### config.mk
export PLATFORM = sky130hd
export DESIGN_NAME = vc_link_control_unit
export DESIGN_NICKNAME = d
export VERILOG_FILES = /design/src/rtl/vc_link_control_unit.sv
export SDC_FILE = /design/constraint.sdc
export NUM_CORES = 1
export LEC_CHECK = 0
export CORE_MARGIN = 3
export CORE_UTILIZATION = 25
export DETAILED_ROUTE_END_ITERATION = 12
export GPL_ROUTABILITY_DRIVEN = 0
export PLACE_DENSITY = 0.49
export SLEW_MARGIN = 25
export SYNTH_ARGS = -nofsm -noshare
export SYNTH_HDL_FRONTEND = slang
export SYNTH_SLANG_ARGS = --single-unit
### constraint.sdc
create_clock -name clk -period 1.93 [get_ports clk]
set_input_delay 0.386 -clock clk [delete_from_list [all_inputs] [get_ports clk]]
set_output_delay 0.386 -clock clk [all_outputs]
set_load 0.01 [all_outputs]
### src/rtl/vc_link_control_unit.sv
// -----------------------------------------------------------------------------
// vc_link_control_unit
//
// Control unit for one virtual-channel input link of a router. A write FSM
// streams each incoming packet (header plus body flits) into a flit queue, a
// read FSM releases the head packet when the output link is granted, a packet
// counter tracks queued packets, and a route-computation request is raised
// whenever a new packet becomes the head of the channel.
//
// Parameters
//   FLITS_PER_PKT   flits per packet including the header (2..64)
//   BUFFER_PKTS     packet capacity of the flit queue (1..16)
//
// Ports
//   clk                   in   sole clock, rising edge
//   reset                 in   asynchronous active-high reset
//   header_field_din      in   header flit present on the input channel
//   transfer_strobe_din   in   output link granted, release head packet
//   write_strobe_dout     out  queue write enable
//   read_strobe_dout      out  queue read enable
//   routing_strobe_dout   out  one-cycle route-computation request
//   routing_source_dout   out  0 = route from input channel, 1 = queue head
//   credit_out_dout       out  one-cycle credit return upstream
//   packets_pending_dout  out  packets accepted but not yet started on read
//   buffer_full_dout      out  packets_pending_dout == BUFFER_PKTS
//   error_dout            out  sticky protocol-violation flag
//
// Configuration
//   LC_PROTOCOL_CHECK_EN  when defined, error_dout latches a header offered
//                         while full or a transfer offered while empty.
//                         When undefined, error_dout is tied low.
// -----------------------------------------------------------------------------
module vc_link_control_unit #(
  parameter  int FLITS_PER_PKT = 5,
  parameter  int BUFFER_PKTS   = 4,
  localparam int CNT_W         = $clog2(BUFFER_PKTS + 1),
  localparam int FC_W          = $clog2(FLITS_PER_PKT)
) (
  input  logic             clk,
  input  logic             reset,
  input  logic             header_field_din,
  input  logic             transfer_strobe_din,
  output logic             write_strobe_dout,
  output logic             read_strobe_dout,
  output logic             routing_strobe_dout,
  output logic             routing_source_dout,
  output logic             credit_out_dout,
  output logic [CNT_W-1:0] packets_pending_dout,
  output logic             buffer_full_dout,
  output logic             error_dout
);

  typedef enum logic {
    ST_IDLE   = 1'b0,
    ST_ACTIVE = 1'b1
  } state_t;

  // The start cycle emits the first strobe, so ACTIVE lasts FLITS_PER_PKT-1
  // cycles: the counter runs from FLITS_PER_PKT-2 down to 0.
  localparam logic [FC_W-1:0]  FC_RELOAD = FC_W'(FLITS_PER_PKT - 2);
  localparam logic [CNT_W-1:0] PKT_FULL  = CNT_W'(BUFFER_PKTS);

  state_t           r_wr_state, w_wr_state_next;
  state_t           r_rd_state, w_rd_state_next;
  logic [FC_W-1:0]  r_wr_cnt, w_wr_cnt_next;
  logic [FC_W-1:0]  r_rd_cnt, w_rd_cnt_next;
  logic [CNT_W-1:0] r_pkt_cnt;
  logic             r_rd_done;   // read FSM returned to IDLE last cycle

  logic w_full;
  logic w_empty;
  logic w_wr_start;
  logic w_rd_start;
  logic w_wr_strobe;
  logic w_rd_strobe;
  logic w_rd_last;

  assign w_full  = (r_pkt_cnt == PKT_FULL);
  assign w_empty = (r_pkt_cnt == '0);

  // NOTE: reset is folded into every combinational output so that strobes
  // read 0 while reset is held, even if inputs toggle during reset.
  assign w_wr_start = ~reset & (r_wr_state == ST_IDLE) & header_field_din & ~w_full;
  assign w_rd_start = ~reset & (r_rd_state == ST_IDLE) & transfer_strobe_din & ~w_empty;

  // ---------------------------------------------------------------------------
  // Write FSM
  // ---------------------------------------------------------------------------
  // NOTE: every variable gets a default before the case so no path leaves a
  // value unassigned, which would otherwise infer a latch.
  always_comb begin
    w_wr_state_next = r_wr_state;
    w_wr_cnt_next   = r_wr_cnt;
    w_wr_strobe     = 1'b0;
    unique case (r_wr_state)
      ST_IDLE: begin
        if (w_wr_start) begin
          w_wr_state_next = ST_ACTIVE;
          w_wr_strobe     = 1'b1;
        end
      end
      ST_ACTIVE: begin
        w_wr_strobe = 1'b1;
        if (r_wr_cnt == '0) begin
          w_wr_state_next = ST_IDLE;
          w_wr_cnt_next   = FC_RELOAD;
        end else begin
          w_wr_cnt_next = r_wr_cnt - FC_W'(1);
        end
      end
    endcase
  end

  // ---------------------------------------------------------------------------
  // Read FSM
  // ---------------------------------------------------------------------------
  always_comb begin
    w_rd_state_next = r_rd_state;
    w_rd_cnt_next   = r_rd_cnt;
    w_rd_strobe     = 1'b0;
    unique case (r_rd_state)
      ST_IDLE: begin
        if (w_rd_start) begin
          w_rd_state_next = ST_ACTIVE;
          w_rd_strobe     = 1'b1;
        end
      end
      ST_ACTIVE: begin
        w_rd_strobe = 1'b1;
        if (r_rd_cnt == '0) begin
          w_rd_state_next = ST_IDLE;
          w_rd_cnt_next   = FC_RELOAD;
        end else begin
          w_rd_cnt_next = r_rd_cnt - FC_W'(1);
        end
      end
    endcase
  end

  assign w_rd_last = (r_rd_state == ST_ACTIVE) && (r_rd_cnt == '0);

  // ---------------------------------------------------------------------------
  // State registers
  // ---------------------------------------------------------------------------
  // NOTE: sequential state uses non-blocking assignments so every register
  // samples the pre-edge values of the others, independent of block order.
  always_ff @(posedge clk or posedge reset) begin
    if (reset) begin
      r_wr_state <= ST_IDLE;
      r_rd_state <= ST_IDLE;
      r_wr_cnt   <= FC_RELOAD;
      r_rd_cnt   <= FC_RELOAD;
      r_rd_done  <= 1'b0;
    end else begin
      r_wr_state <= w_wr_state_next;
      r_rd_state <= w_rd_state_next;
      r_wr_cnt   <= w_wr_cnt_next;
      r_rd_cnt   <= w_rd_cnt_next;
      r_rd_done  <= w_rd_last;
    end
  end

  // Starts are already gated by full/empty, so the counter cannot wrap.
  always_ff @(posedge clk or posedge reset) begin
    if (reset) begin
      r_pkt_cnt <= '0;
    end else if (w_wr_start && !w_rd_start) begin
      r_pkt_cnt <= r_pkt_cnt + CNT_W'(1);
    end else if (w_rd_start && !w_wr_start) begin
      r_pkt_cnt <= r_pkt_cnt - CNT_W'(1);
    end
  end

  // ---------------------------------------------------------------------------
  // Outputs
  // ---------------------------------------------------------------------------
  assign write_strobe_dout    = w_wr_strobe & ~reset;
  assign read_strobe_dout     = w_rd_strobe & ~reset;
  assign credit_out_dout      = w_rd_start;
  assign packets_pending_dout = r_pkt_cnt;
  assign buffer_full_dout     = w_full;
  assign routing_source_dout  = ~w_empty;

  // A new head appears either when a packet arrives at an empty, idle channel
  // (route from the input) or when a read finishes and more packets wait in
  // the queue (route from the queue head). Both terms OR into a single pulse.
  assign routing_strobe_dout = ~reset &
                               ((w_wr_start & w_empty & (r_rd_state == ST_IDLE)) |
                                (r_rd_done & ~w_empty));

`ifdef LC_PROTOCOL_CHECK_EN
  logic r_error;

  always_ff @(posedge clk or posedge reset) begin
    if (reset) begin
      r_error <= 1'b0;
    end else if ((header_field_din && w_full && (r_wr_state == ST_IDLE)) ||
                 (transfer_strobe_din && w_empty && (r_rd_state == ST_IDLE))) begin
      r_error <= 1'b1;
    end
  end

  assign error_dout = r_error;
`else
  assign error_dout = 1'b0;
`endif

endmodule

## Word-level counts from Yosys, hierarchy flattened

Cells that the tools add are included.

- $add $sub $neg: 4
- Eq/ne operators: 1
- Muxes and demuxes: 12
- Bitwise logic cells: 18
- Reduce and logical (&&, ||, !) cells: 9

Operator list:

| operator | number |
|---|---|
| $and 1x1->1 | 12 |
| $mux 3 | 4 |
| $logic_not 3->1 | 3 |
| $sub 3x1->3 const B | 3 |
| $pmux 1 s2 | 4 |
| $not 1->1 | 5 |
| $mux 1 | 4 |
| $add 3x1->3 const B | 1 |
| $eq 3x3->1 const B | 1 |
| $logic_and 1x1->1 | 3 |
| $logic_not 1->1 | 2 |
| $reduce_bool 2->1 | 1 |
| $or 1x1->1 | 1 |

- Register bits after elaboration: 12
- Bits of input ports: 4
- Output and inout port bits: 10
- Logic and storage cells: 50

## Logic depth before layout (Yosys ltp)

- Depth in word-level cells: 8
- Depth in mapped cells: 9
- Gate-level depth less buffers: 9

## Least setup slack after synthesis

Ideal clock, no wire load.

- Kind: reg-to-reg
- From: register r_pkt_cnt[0], in the netlist packets_pending_dout[0]
- To: register r_pkt_cnt[2], in the netlist packets_pending_dout[2]
- Library setup time: 79 ps
- Arrival: 2049 ps
- Required time: 1851 ps
- Path slack: -198 ps
- Cell stages (with the launch flop): 9
- Path buffers: 0
- Period minus slack after synthesis: 2128 ps
- Cells stage by stage: dfrtp_1 > or3_4 > nand4_1 > ha_1 > inv_1 > fa_1 > xor2_1 > nor2_1 > xor2_1

- Cells in the longest elaborated chain, start to end: 6
- Elaborated cells between the ends (all ways): 15
- Classes of those cells: add/sub (2); eq/ne (1); mux (2); bitwise (4); reduce/logical (6)

Ends and longest elaborated chain:

| what | RTL line | text |
|---|---|---|
| start: declaration | 67 | `logic [CNT_W-1:0] r_pkt_cnt;` |
| start signal: assignment | 168 | `r_pkt_cnt <= r_pkt_cnt + CNT_W'(1);` |
| start signal: assignment | 170 | `r_pkt_cnt <= r_pkt_cnt - CNT_W'(1);` |
| $logic_not 3->1 (*) | 79 | `assign w_empty = (r_pkt_cnt == '0);` |
| $not 1->1 (*) | n/a |  |
| named net routing_source_dout | 46 | `output logic routing_source_dout,` |
| $and 1x1->1 (*) | 84 | `assign w_rd_start = ~reset & (r_rd_state == ST_IDLE) & transfer_strobe_din & ~w_empty;` |
| $logic_not 1->1 | 167 | `end else if (w_wr_start && !w_rd_start) begin` |
| $logic_and 1x1->1 | 167 |  |
| $mux 3 or $reduce_bool 2->1 (tied branches) | n/a |  |

The timed path passes the listed nets; every way through them passes the cells marked *. The select of a mux whose other input is x is not followed.
A chain may end at the register's enable or synchronous reset.

## Worst setup path after layout

- From: register r_pkt_cnt[2], in the netlist packets_pending_dout[2]
- To: register r_pkt_cnt[2], in the netlist packets_pending_dout[2]

- Cells in the longest elaborated chain, start to end: 6
- Elaborated cells between the ends (all ways): 15
- Classes of those cells: add/sub (2); eq/ne (1); mux (2); bitwise (4); reduce/logical (6)

Ends and longest elaborated chain:

| what |
|---|
| parallel branches: the longest is 6 deep, another holds $sub 3x1->3 |

Parallel ways; which one is timed is not known. The select of a mux whose other input is x is not followed.

==> qor.tcl <==
set qor(hold_slack_ps) 325
set qor(tritoncts) {done}
set qor(post_synth_inst_count) 64
set qor(starting_density_of_the_core_pct) 27.6
set qor(gr-usage-met3_pct) 4.14
set qor(clock_power_share_pct) 10.7
set qor(report.final.slew_viol_count) 0
set qor(worst_skew_pair.late_latency_ps) 270
set qor(power_per_cell_area_nw_per_um2) 1570
set qor(drc) 0
set qor(arrival_ps) 2280
set qor(antenna-diode-count) 0
set qor(grt_setup_unrepaired) {yes}
set qor(number_of_input_and_output_port_buffers_inserted) 12
set qor(timing.final.setup_violations) 5
set qor(irDropWorstVdd_mv) 0.772
set qor(post_synth_num_cell_types) 22
set qor(ff_latch_area_um2) 308
set qor(layout_commonest_cell) {buf_4}
set qor(yosys-top-cells-area) {dfrtp_1 (31%), dfstp_2 (16%), ha_1 (9.7%)}
set qor(ys_seq_area_share_pct) 47.2
set qor(area_growth_pct) 47.2
set qor(timing.final.crit_share_pct) 108
set qor(finalWorstPathRequiredPeriod_ps) 2080
set qor(ys_ff_latch) 12
set qor(power_switching_mw) 0.531
set qor(clock_pin_slew_reported_for_the_worst_setup_and_hold_paths_after_clock_tree_synthesis_ps) 70
set qor(fillers) 257
set qor(netlist.area_leader.share_pct) 30.9
set qor(antenna_found_initial) 0
set qor(setup.worst_path.start_class) {flip-flop}
set qor(rr_worst_depth) 10
set qor(combinationalPowerShare_pct) 57.0
set qor(syn-cell-area_um2) 647
set qor(detailed_place.area_um2) 901
set qor(multi_input_comb_area_um2) 328
set qor(wl_mm) 1.32
set qor(worst_hold_path_type) {in -> async}
set qor(mostFrequentLayoutCells) {buf_4 (13), inv_1 (9), dfrtp_1 (6)}
set qor(syn-num-nets) 74
set qor(report.power.total_mw) 1.49
set qor(highest_fanout_seen_on_the_critical_path) 3
set qor(drt-initial-drc-count) 30
set qor(p_int_mw) 0.959
set qor(ys.warnings.count) 0
set qor(die-width_um) 56.9
set qor(final_nets) 104
set qor(final_critical_path_setup_slack_ps) -153
set qor(cts_buffers) 3
set qor(timing.critical_path.buf_inv) 3
set qor(timing.max_cap.violations) 0
set qor(final_hold_viol_count) 0
set qor(failed_checks) {negative setup slack}
set qor(grt_pass1_vias) 542
set qor(max_freq_mhz) 480
set qor(worstPathCellList) {buf_4, nor3b_4, or3_4, inv_2, ha_4, inv_2, fa_2, xor2_1, nor2_1, xor2_1}
set qor(mean_instance_size_in_the_synthesized_netlist_um2) 10.1
set qor(firstDrtPassIters) 4
set qor(worstPathRequired_ps) 2130
set qor(total_leakage_power_nw) 0.481
set qor(critical-path-slowest-cell) {dfrtp_1}
set qor(h-tree-depth) 1
set qor(ioPinCount) 14
set qor(critPathCaptureType) {flip-flop}
set qor(worst-path-stages) 10
set qor(grtUsageTotal_pct) 9.24
set qor(routed-via-count) 526
set qor(max_stage_delay_ps) 380
set qor(hold_buffers) 0
set qor(gr-usage-met1_pct) 11.7
set qor(mean_number_of_vias_per_cell) 4.35
set qor(die_area_um2) 3230
set qor(run_status) {complete, but fails checks}
set qor(grt_start_max_net_pins) 13
set qor(cpLargestDelayFamily) {simple AND/OR/NAND/NOR gates}
set qor(core-area_um2) 2340
set qor(fp-row-count) 17
set qor(drive_gt1_share_pct) 43.0
set qor(busiest_layer) {met2}
set qor(stdcell_area_um2) 952
set qor(dpl.hpwl_mm) 1.02
set qor(synth_area_leader_cell) {dfrtp_1}
set qor(gr-total-overflow) 0
set qor(clock-sinks) 12
set qor(routed_wire_length_per_instance_um) 10.9
set qor(worstSetupPathType) {reg -> reg}
set qor(seq_power_share_pct) 32.3
set qor(use_met2_pct) 14.5
set qor(power_switching_share_pct) 35.7
set qor(die_height_um) 56.9
set qor(final_antenna_net_count) 0
set qor(cts_max_path_buffers) 2
set qor(clk_root_buffer_cell) {clkbuf_4}
set qor(skew_ps) 1.12
set qor(grt_pass1_wl_mm) 2.32
[final cells by class]
cell class              instances  area share (%)
inverters                      12            4.73
clock buffers                   4            2.76
flip-flops and latches         12            32.3
multi-input cells              39            34.4
well taps                      28            3.68
repair buffers                 26            22.1
[power groups by stage]
stage	sequential, mW	combinational (mW)	clock, mW
after global placement	0.484	0.798	0
after detailed placement	0.486	0.817	0
after floorplan	0.543	0.396	0
final	0.481	0.850	0.159
after CTS	0.481	0.846	0.171
after global routing	0.500	0.950	0.186
[final timing paths]
kind / startpoint / endpoint / slack, ps
worst max-delay path: packets_pending_dout[2] / packets_pending_dout[2] / -150
worst min-delay path: reset / r_rd_state / 320
worst max register to register: packets_pending_dout[2] / packets_pending_dout[2] / -150
worst min register to register: r_wr_cnt[1] / r_wr_cnt[1] / 490
max in group asynchronous: reset / r_wr_cnt[0] / 1370
min in group clk: r_wr_cnt[1] / r_wr_cnt[1] / 490
[worst register-to-register path, delay by kind of cell, from the launching register on]
kind	cells	cell delay [ps]
AND/OR/NAND/NOR	3	620
flip-flops	1	380
XOR/XNOR	2	300
buffers and inverters	3	250
adder cells (fa/ha/maj)	2	450
[what timing repair did]
item / CTS / global route
endpoints found under the setup margin: 8 / 6
gates resized for setup: 27 / 0
pin swaps: 7 / 0
buffers inserted: 2 / 1
[layer usage]
| metal | share of wire, % | vias up | routed length (um) |
|---|---|---|---|
| li1 | - | 265 | - |
| met1 | 46 | 249 | 613 |
| met2 | 48 | 10 | 630 |
| met3 | 5.1 | 2 | 67 |
| met4 | 0.68 | 0 | 9 |
| met5 | 0 | - | 0 |
[per-stage QoR]
| step | worst slack (ps) | setup TNS, ps | util, % | std cells |
|---|---|---|---|---|
| after floorplan | -148 | -276 | - | 64 |
| after global routing | -237 | -870 | 40.7 | 121 |
| after detailed placement | -501 | -2500 | 38.5 | 114 |
| after CTS | -128 | -475 | 40.4 | 120 |
| final | -153 | -406 | 40.7 | 121 |
| after global placement | -494 | -2500 | 38.5 | 114 |
[cells by family (layout without fill, tap and decap cells)]
kind of cell               after synthesis  in the layout  share of synthesized area [%]
and+or+nand+nor                         17             17                           13.7
adders and majority gates                6              6                           12.8
muxes                                    3              3                           5.22
buffers and inverters                   13             42                           8.12
DFF                                     12             12                           47.2
xor gates and xnor gates                 3              3                           4.06
AOI/OAI and AO/OA                        9              9                           8.32
other                                    1              1                          0.580
[sequential cells by signal (all words and copies together) (netlist names)]
name	flops
r_rd_done	1
r_rd_cnt	3
packets_pending_dout	3
r_wr_cnt	3
r_wr_state	1
r_rd_state	1
[cell usage after synthesis]
master / count
inv_1: 12
dfrtp_1: 8
ha_1: 5
nand2_1: 5
a21oi_1: 4
dfstp_2: 4
mux2_2: 3
nor2_1: 3
nor3_1: 3
a21o_1: 2
o21ai_0: 2
or3_1: 2
xor2_1: 2
a21oi_2: 1
buf_4: 1
conb_1: 1
fa_1: 1
nand2b_1: 1
nand4_1: 1
nor3b_1: 1
or3_4: 1
xnor2_1: 1
Power figures use the tool's default switching activity.
